==> config.mk <==
export PLATFORM = sky130hd
export DESIGN_NAME = wb_irq_debounce_ctrl
export DESIGN_NICKNAME = d
export VERILOG_FILES = /design/src/rtl/wb_irq_debounce_ctrl.sv
export SDC_FILE = /design/constraint.sdc
export NUM_CORES = 1
export LEC_CHECK = 0
export BUFFER_PORTS_ARGS = -buffer_cell sky130_fd_sc_hd__buf_2
export CAP_MARGIN = 40
export CORE_ASPECT_RATIO = 1.4
export CORE_MARGIN = 2
export CORE_UTILIZATION = 50
export CTS_BUF_LIST = sky130_fd_sc_hd__clkbuf_4 sky130_fd_sc_hd__clkbuf_8
export DETAILED_ROUTE_END_ITERATION = 8
export PLACE_DENSITY = 0.86
export SYNTH_ARGS = -nofsm -noshare
export SYNTH_HDL_FRONTEND = slang
export SYNTH_HIERARCHICAL = 1
export SYNTH_SLANG_ARGS = --single-unit
==> constraint.sdc <==
create_clock -name wb_clk_i -period 2.15 [get_ports wb_clk_i]
set_input_delay 0.215 -clock wb_clk_i [delete_from_list [all_inputs] [get_ports wb_clk_i]]
set_output_delay 0.215 -clock wb_clk_i [all_outputs]
set_load 0.01 [all_outputs]
==> src/rtl/wb_irq_debounce_ctrl.sv <==
// Wishbone interrupt conditioner: per-channel sync + debounce, level/edge
// pending latches with enable masking, and one registered combined request.

module wb_irq_debounce_lane #(
  parameter int DB_CYCLES = 16
) (
  input  logic clk,
  input  logic rst_n,
  input  logic raw,
  output logic clean,
  output logic rise
);
  localparam int CW = $clog2(DB_CYCLES + 1);

  logic [1:0]    sync;
  logic [CW-1:0] cnt;
  logic          flip;

  // flip is the edge on which the counter would reach DB_CYCLES
  assign flip = (sync[1] != clean) && (cnt == CW'(DB_CYCLES - 1));
  assign rise = flip && !clean;

  always_ff @(posedge clk or negedge rst_n) begin
    if (!rst_n) begin
      sync  <= '0;
      cnt   <= '0;
      clean <= 1'b0;
    end else begin
      sync <= {sync[0], raw};
      if (sync[1] == clean) begin
        cnt <= '0;
      end else if (flip) begin
        cnt   <= '0;
        clean <= ~clean;
      end else begin
        cnt <= cnt + CW'(1);
      end
    end
  end
endmodule

module wb_irq_debounce_ctrl #(
  parameter int NUM_CH    = 8,
  parameter int DB_CYCLES = 16,
  parameter int DW        = 32,
  parameter int AW        = 32
) (
  input  logic              wb_clk_i,
  input  logic              wb_rst_ni,
  input  logic [AW-1:0]     wb_adr_i,
  input  logic [DW-1:0]     wb_dat_i,
  output logic [DW-1:0]     wb_dat_o,
  input  logic [3:0]        wb_sel_i,
  input  logic              wb_we_i,
  input  logic              wb_stb_i,
  input  logic              wb_cyc_i,
  output logic              wb_ack_o,
  output logic              wb_err_o,
  output logic              wb_rty_o,
  input  logic [NUM_CH-1:0] irq_i,
  output logic [NUM_CH-1:0] irq_clean_o,
  output logic              irq_o
);
  logic [NUM_CH-1:0] clean, rise, pend, pend_nxt, enable, mode, eff;
  logic [NUM_CH-1:0] wmask, wbits, en_nxt, mode_nxt;
  logic              gen;
  logic [2:0]        ofs;
  logic              req, mapped, hit, wr;
  logic [DW-1:0]     bmask, rdata;
  logic              unused_adr;

  for (genvar i = 0; i < NUM_CH; i++) begin : g_lane
    wb_irq_debounce_lane #(.DB_CYCLES(DB_CYCLES)) u_lane (
      .clk   (wb_clk_i),
      .rst_n (wb_rst_ni),
      .raw   (irq_i[i]),
      .clean (clean[i]),
      .rise  (rise[i])
    );
  end

  assign irq_clean_o = clean;
  assign wb_rty_o    = 1'b0;
  assign unused_adr  = ^{wb_adr_i[AW-1:5], wb_adr_i[1:0]};

  // level channels report the live clean state, edge channels the latch
  assign eff = (mode & pend) | (~mode & clean);

  assign ofs    = wb_adr_i[4:2];
  assign req    = wb_stb_i & wb_cyc_i & ~wb_ack_o & ~wb_err_o;
  assign mapped = (ofs <= 3'd4);
  assign hit    = req & mapped;
  assign wr     = hit & wb_we_i;

  assign bmask    = {{8{wb_sel_i[3]}}, {8{wb_sel_i[2]}}, {8{wb_sel_i[1]}}, {8{wb_sel_i[0]}}};
  assign wmask    = NUM_CH'(bmask);
  assign wbits    = NUM_CH'(wb_dat_i & bmask);
  assign en_nxt   = (enable & ~wmask) | wbits;
  assign mode_nxt = (mode & ~wmask) | wbits;

  always_comb begin
    pend_nxt = pend;
    if (wr && ofs == 3'd3) pend_nxt = pend_nxt & ~(mode ^ mode_nxt);
    if (wr && ofs == 3'd1) pend_nxt = pend_nxt & ~(wbits & mode);
    // a fresh rising edge beats a same-cycle clear
    pend_nxt = pend_nxt | (rise & mode);
  end

  always_comb begin
    rdata = '0;
    case (ofs)
      3'd0:    rdata = DW'(clean);
      3'd1:    rdata = DW'(eff);
      3'd2:    rdata = DW'(enable);
      3'd3:    rdata = DW'(mode);
      3'd4:    rdata = DW'(gen);
      default: rdata = '0;
    endcase
  end

  always_ff @(posedge wb_clk_i or negedge wb_rst_ni) begin
    if (!wb_rst_ni) begin
      wb_ack_o <= 1'b0;
      wb_err_o <= 1'b0;
      wb_dat_o <= '0;
      pend     <= '0;
      enable   <= '0;
      mode     <= '0;
      gen      <= 1'b0;
      irq_o    <= 1'b0;
    end else begin
      wb_ack_o <= hit;
      wb_err_o <= req & ~mapped;
      wb_dat_o <= (hit && !wb_we_i) ? rdata : '0;
      pend     <= pend_nxt;
      if (wr && ofs == 3'd2) enable <= en_nxt;
      if (wr && ofs == 3'd3) mode   <= mode_nxt;
      if (wr && ofs == 3'd4 && wb_sel_i[0]) gen <= wb_dat_i[0];
      irq_o <= gen & |(eff & enable);
    end
  end
endmodule

# After elaboration in Yosys (flattened, before gate mapping)
# Index checks and enable logic that the tools add are counted.
# Widths: inputs -> output; s select.
[op_classes] order_cmp=1 shifts=0 n_eq_ne=28 multipliers=0 n_bitwise=45 n_addsub=8 reduce_logical=41 n_div=0 n_mux=20
[ops] op="$and 8x8->8" count=10
[ops] op="$mux 5" count=16
[ops] op="$add 5x1->5 const B" count=8
[ops] op="$eq 5x4->1 const B" count=8
[ops] op="$pmux 8 s5" count=1
[ops] op="$mux 32" count=1
[ops] op="$not 8->8" count=4
[ops] op="$or 8x8->8" count=4
[ops] op="$logic_and 1x1->1" count=22
[ops] op="$not 1->1" count=19
[ops] op="$mux 8" count=2
[ops] op="$reduce_and 2->1" count=8
[ops] op="$logic_not 1->1" count=9
[ops] op="$eq 1x1->1" count=8
[ops] op="$ne 1x1->1" count=8
[ops] op="$reduce_or 8->1" count=1
[ops] op="$xor 8x8->8" count=1
[ops] op="$and 1x1->1" count=7
[ops] op="$eq 3x2->1 const B" count=2
[ops] op="$eq 3x1->1 const B" count=1
[ops] op="$eq 3x3->1 const B" count=1
[ops] op="$le 3x3->1 const B" count=1
[ops] op="$logic_not 3->1" count=1
[word_totals] latchBits=0 ff_bits=124 out_inout_bits=44 ram_bits=0 mem_bits_ro=0 word_cells=175 input_bits=81 n_memories=0

# Logic depth before layout (Yosys ltp)
[logic_depth] depth_word=10 depth_mapped=7 ltp_nobuf=7

# Cells and area by module
# Netlist, hierarchy kept.
[by_module_without_submodules] mod="wb_irq_debounce_lane" instances=8 area_per_inst_um2=325.3 seq_area_each_um2=200.2 cells_per_inst=24
[by_module_without_submodules] mod="wb_irq_debounce_ctrl" instances=1 area_per_inst_um2=2183.3 seq_area_each_um2=900.9 cells_per_inst=222

# Worst setup path after synthesis
# OpenSTA, ideal clock, no wires.
[synth_timing] path_type="flip-flop to flip-flop" from="register wb_err_o" to="register mode[0]" t_required_ns=2.025 path_slack_ns=0.459 n_path_buf=0 t_arrival_ns=1.567 setup_ns=0.125 stages_incl_launch_ff=5 synth_period_minus_slack_ns=1.691 path_cell_list="dfrtp_1 > nand4bb_4 > nor4b_4 > nand2_4 > mux2_2"
[synth_via] elab_chain_len=5
[synth_rtl] item="start, declared" line="58" source="output logic wb_err_o,"
[synth_rtl] item="start signal, assigned" line="133" source="wb_err_o <= req & ~mapped;"
[synth_rtl] item="$not 1->1" line="90" source="assign req = wb_stb_i & wb_cyc_i & ~wb_ack_o & ~wb_err_o;"
[synth_rtl] item="$and 1x1->1" line="90"
[synth_rtl] item="$and 1x1->1" line="92" source="assign hit = req & mapped;"
[synth_rtl] item="$and 1x1->1" line="93" source="assign wr = hit & wb_we_i;"
[synth_rtl] item="$logic_and 1x1->1" line="137" source="if (wr && ofs == 3'd3) mode <= mode_nxt;"
[synth_rtl] item="end signal, assigned" line="137"
[synth_rtl] item="end, declared" line="64" source="logic [NUM_CH-1:0] clean, rise, pend, pend_nxt, enable, mode, eff;"
# No other way between the ends.
# A chain may end at the register's enable or synchronous reset.

==> impl_metrics.ini <==
[logic_synthesis]
synth_warnings = 6
synthArstFlopShare_pct = 100
ys.flop_type = dfrtp_1
synth.avg_cell_area_sq_um = 11.6
yosysSeqAreaShare_pct = 52.3
syn_area_sq_mm = 0.00479
synth_edf_count = 0
ys_seq_elements = 100
syn_inst = 414
synth.distinct_cells = 44

[setup_path]
r2r_slack_ns = 0.42
rr_startpoint = wb_err_o
crit_fanout = 8
ff2ff_path_depth = 4
cp.arrival_ns = 1.98
setup.worst_path.start_class = flip-flop
cp-end-kind = flip-flop
path_class = reg -> reg
max_stage_delay_ns = 0.39
crit_slowest_cell = dfrtp_1
path_cells = nand4bb_4 > nor2_1 > and2_1 > mux2_2
crit_family = simple AND/OR/NAND/NOR gates
path_buf_inv = 0
worstPathRequired_ns = 2.41

[clocking]
clkTransAtPathRegs_ns = 0.09
htree_levels = 3
cts_tree = built
cts_root_buffer = clkbuf_8
clock_sinks = 100
numCtsBuffers = 9
clock_latency_ns = 0.37
cts_setup_buffers = 0
cts.path.max_buffers = 2

[status]
status = completed

[floorplanning]
die_w_microns = 86.7
rows = 42
io_pins = 125
die_h_microns = 120
coreArea_sq_mm = 0.00941
initial_core_util_pct = 50.9
die_area_sq_mm = 0.0104

[global_route]
grt_overflow = 0
grt_pass1_vias = 3058
grt_pass1_wl_mm = 14.1
antenna_found_initial = 0
grt_max_degree = 38
track_usage_pct = 17.3

[drt]
wl_per_cell_microns = 14.2
via_per_inst = 5.29
firstDrtPassIters = 4
ant_nets = 0
wl_mm = 8.32
via_count = 3092
drt_iter0_drc = 138
drc = 0

[timing]
rsz0062_at_grt = false
hold_violations = 0
setup_viol = 0
fmax_mhz = 579
clock-skew-final_ns = 0.0100
fin_crit_sh_pct = 80.3
period_needed_ns = 1.73
slew_violations = 0
finalSetupTns_ns = 0

[job]
drv_cap = 0

[layout]
design_area_sq_mm = 0.00536
layout.nets = 559
final_common_cell = dfrtp_1
drive_above_1_share_pct = 28.9
area_delta_synth_final_pct = 12.0
stdcell_count = 584
mostFrequentLayoutCells = 100 x dfrtp_1, 42 x buf_2, 35 x nor2_1
nFillCells = 739
num_antenna_cells = 0

[placed_design]
dp_hpwl_mm = 5.98
placed_area_sq_mm = 0.00506
portBuffers = 43
gp_congestion = 0.826
dp_cells = 560

[power]
power_density_mw_per_mm2 = 700
p_leak_nw = 2.61
ir_drop_mv = 0.314

[hold_path]
hp-class = in -> reg
holdCritStartpoint = wb_dat_i[1]
worstHoldPathCells = 2
[final cells by class]
type	count	area [sq um]	area share [%]
clock inverters	1	30.0	0.560
well taps	110	138	2.57
repair buffers	60	380	7.10
clock buffers	14	180	3.36
multi-input cells	276	2040	38.1
inverters	23	86.3	1.61
flip-flops and latches	100	2500	46.7
[cells by family (layout without fill, tap and decap cells)]
group | Yosys count | count (layout) | share of synthesized area (%)
compound gates | 57 | 57 | 8.00
xor+xnor | 24 | 24 | 4.39
fa+ha+maj | 8 | 8 | 2.09
buf+inv | 62 | 98 | 6.93
flops | 100 | 100 | 52.3
mux | 42 | 42 | 9.46
other cells | 1 | 25 | 0.0784
simple gates | 120 | 120 | 16.8
[power by group]
part	internal [mW]	switching, mW	total [mW]	leakage [nW]
Combinational	0.184	0.213	0.397	1.21
Sequential	2.00	0.103	2.10	1.29
Clock	0.654	0.600	1.25	0.110
[repair_timing]
| action | 4_1_cts | 5_1_grt |
|---|---|---|
| resized for setup | 0 | 0 |
| hold buffers | 9 | 0 |
| endpoints found under the hold margin | 42 | 0 |
[cell usage after synthesis, types with 9 or more instances]
library cell / instances / area (sq um)
buf_4: 25 / 188
mux2_2: 18 / 203
nand2_1: 10 / 37.5
dfrtp_1: 100 / 2500
a21oi_1: 18 / 90.1
nor2_1: 35 / 131
xor2_1: 24 / 210
inv_1: 22 / 82.6
o21ai_0: 9 / 45.0
nand3_1: 9 / 45.0
mux2i_1: 16 / 160
clkbuf_1: 9 / 33.8
[per-layer routing]
| metal | share of wire [%] | global-route usage (%) |
|---|---|---|
| met2 | 53 | 29.4 |
| met5 | 0 | 0 |
| met4 | 1.8 | 7.32 |
| met3 | 4.7 | 4.06 |
| met1 | 41 | 20.7 |
[worst register-to-register path, stage by stage, from the launching register on]
cell	delay, ns
dfrtp_1	0.39
nand4bb_4	0.27
nor2_1	0.16
and2_1	0.39
mux2_2	0.40
[worst max path at each step]
stage | to | slack [ns] | cells after the start | start
floorplan | mode[0] | 0.46 | 4 | wb_err_o
global placement | flip-flop | 0.44 | 4 | wb_err_o
detailed placement | flip-flop | 0.41 | 4 | wb_err_o
CTS | flip-flop | 0.41 | 4 | wb_err_o
global route | pend[1] | 0.23 | 7 | g_lane[1].u_lane/cnt[0]
finish | flip-flop | 0.42 | 4 | wb_err_o
[stage by stage]
stage	hold slack, ns	power [mW]	setup slack [ns]	util, %
2_1_floorplan	-0.0806	2.41	0.459	-
3_3_place_gp	0.196	2.49	0.437	53.8
3_5_place_dp	0.200	2.52	0.410	53.8
4_1_cts	0.118	3.79	0.410	57.0
5_1_grt	0.132	3.93	0.234	57.0
6_report	0.137	3.75	0.424	57.0
[flip-flops by register name (all words and copies together), names as in the netlist, named ones only]
register,count
g_lane.u_lane/clean,8
g_lane.u_lane/cnt,40
g_lane.u_lane/sync,16
gen,1
irq_o,1
mode,8
pend,8
wb_ack_o,1
wb_dat_o,8
wb_err_o,1
No activity file was read; power rests on OpenSTA's default activity.
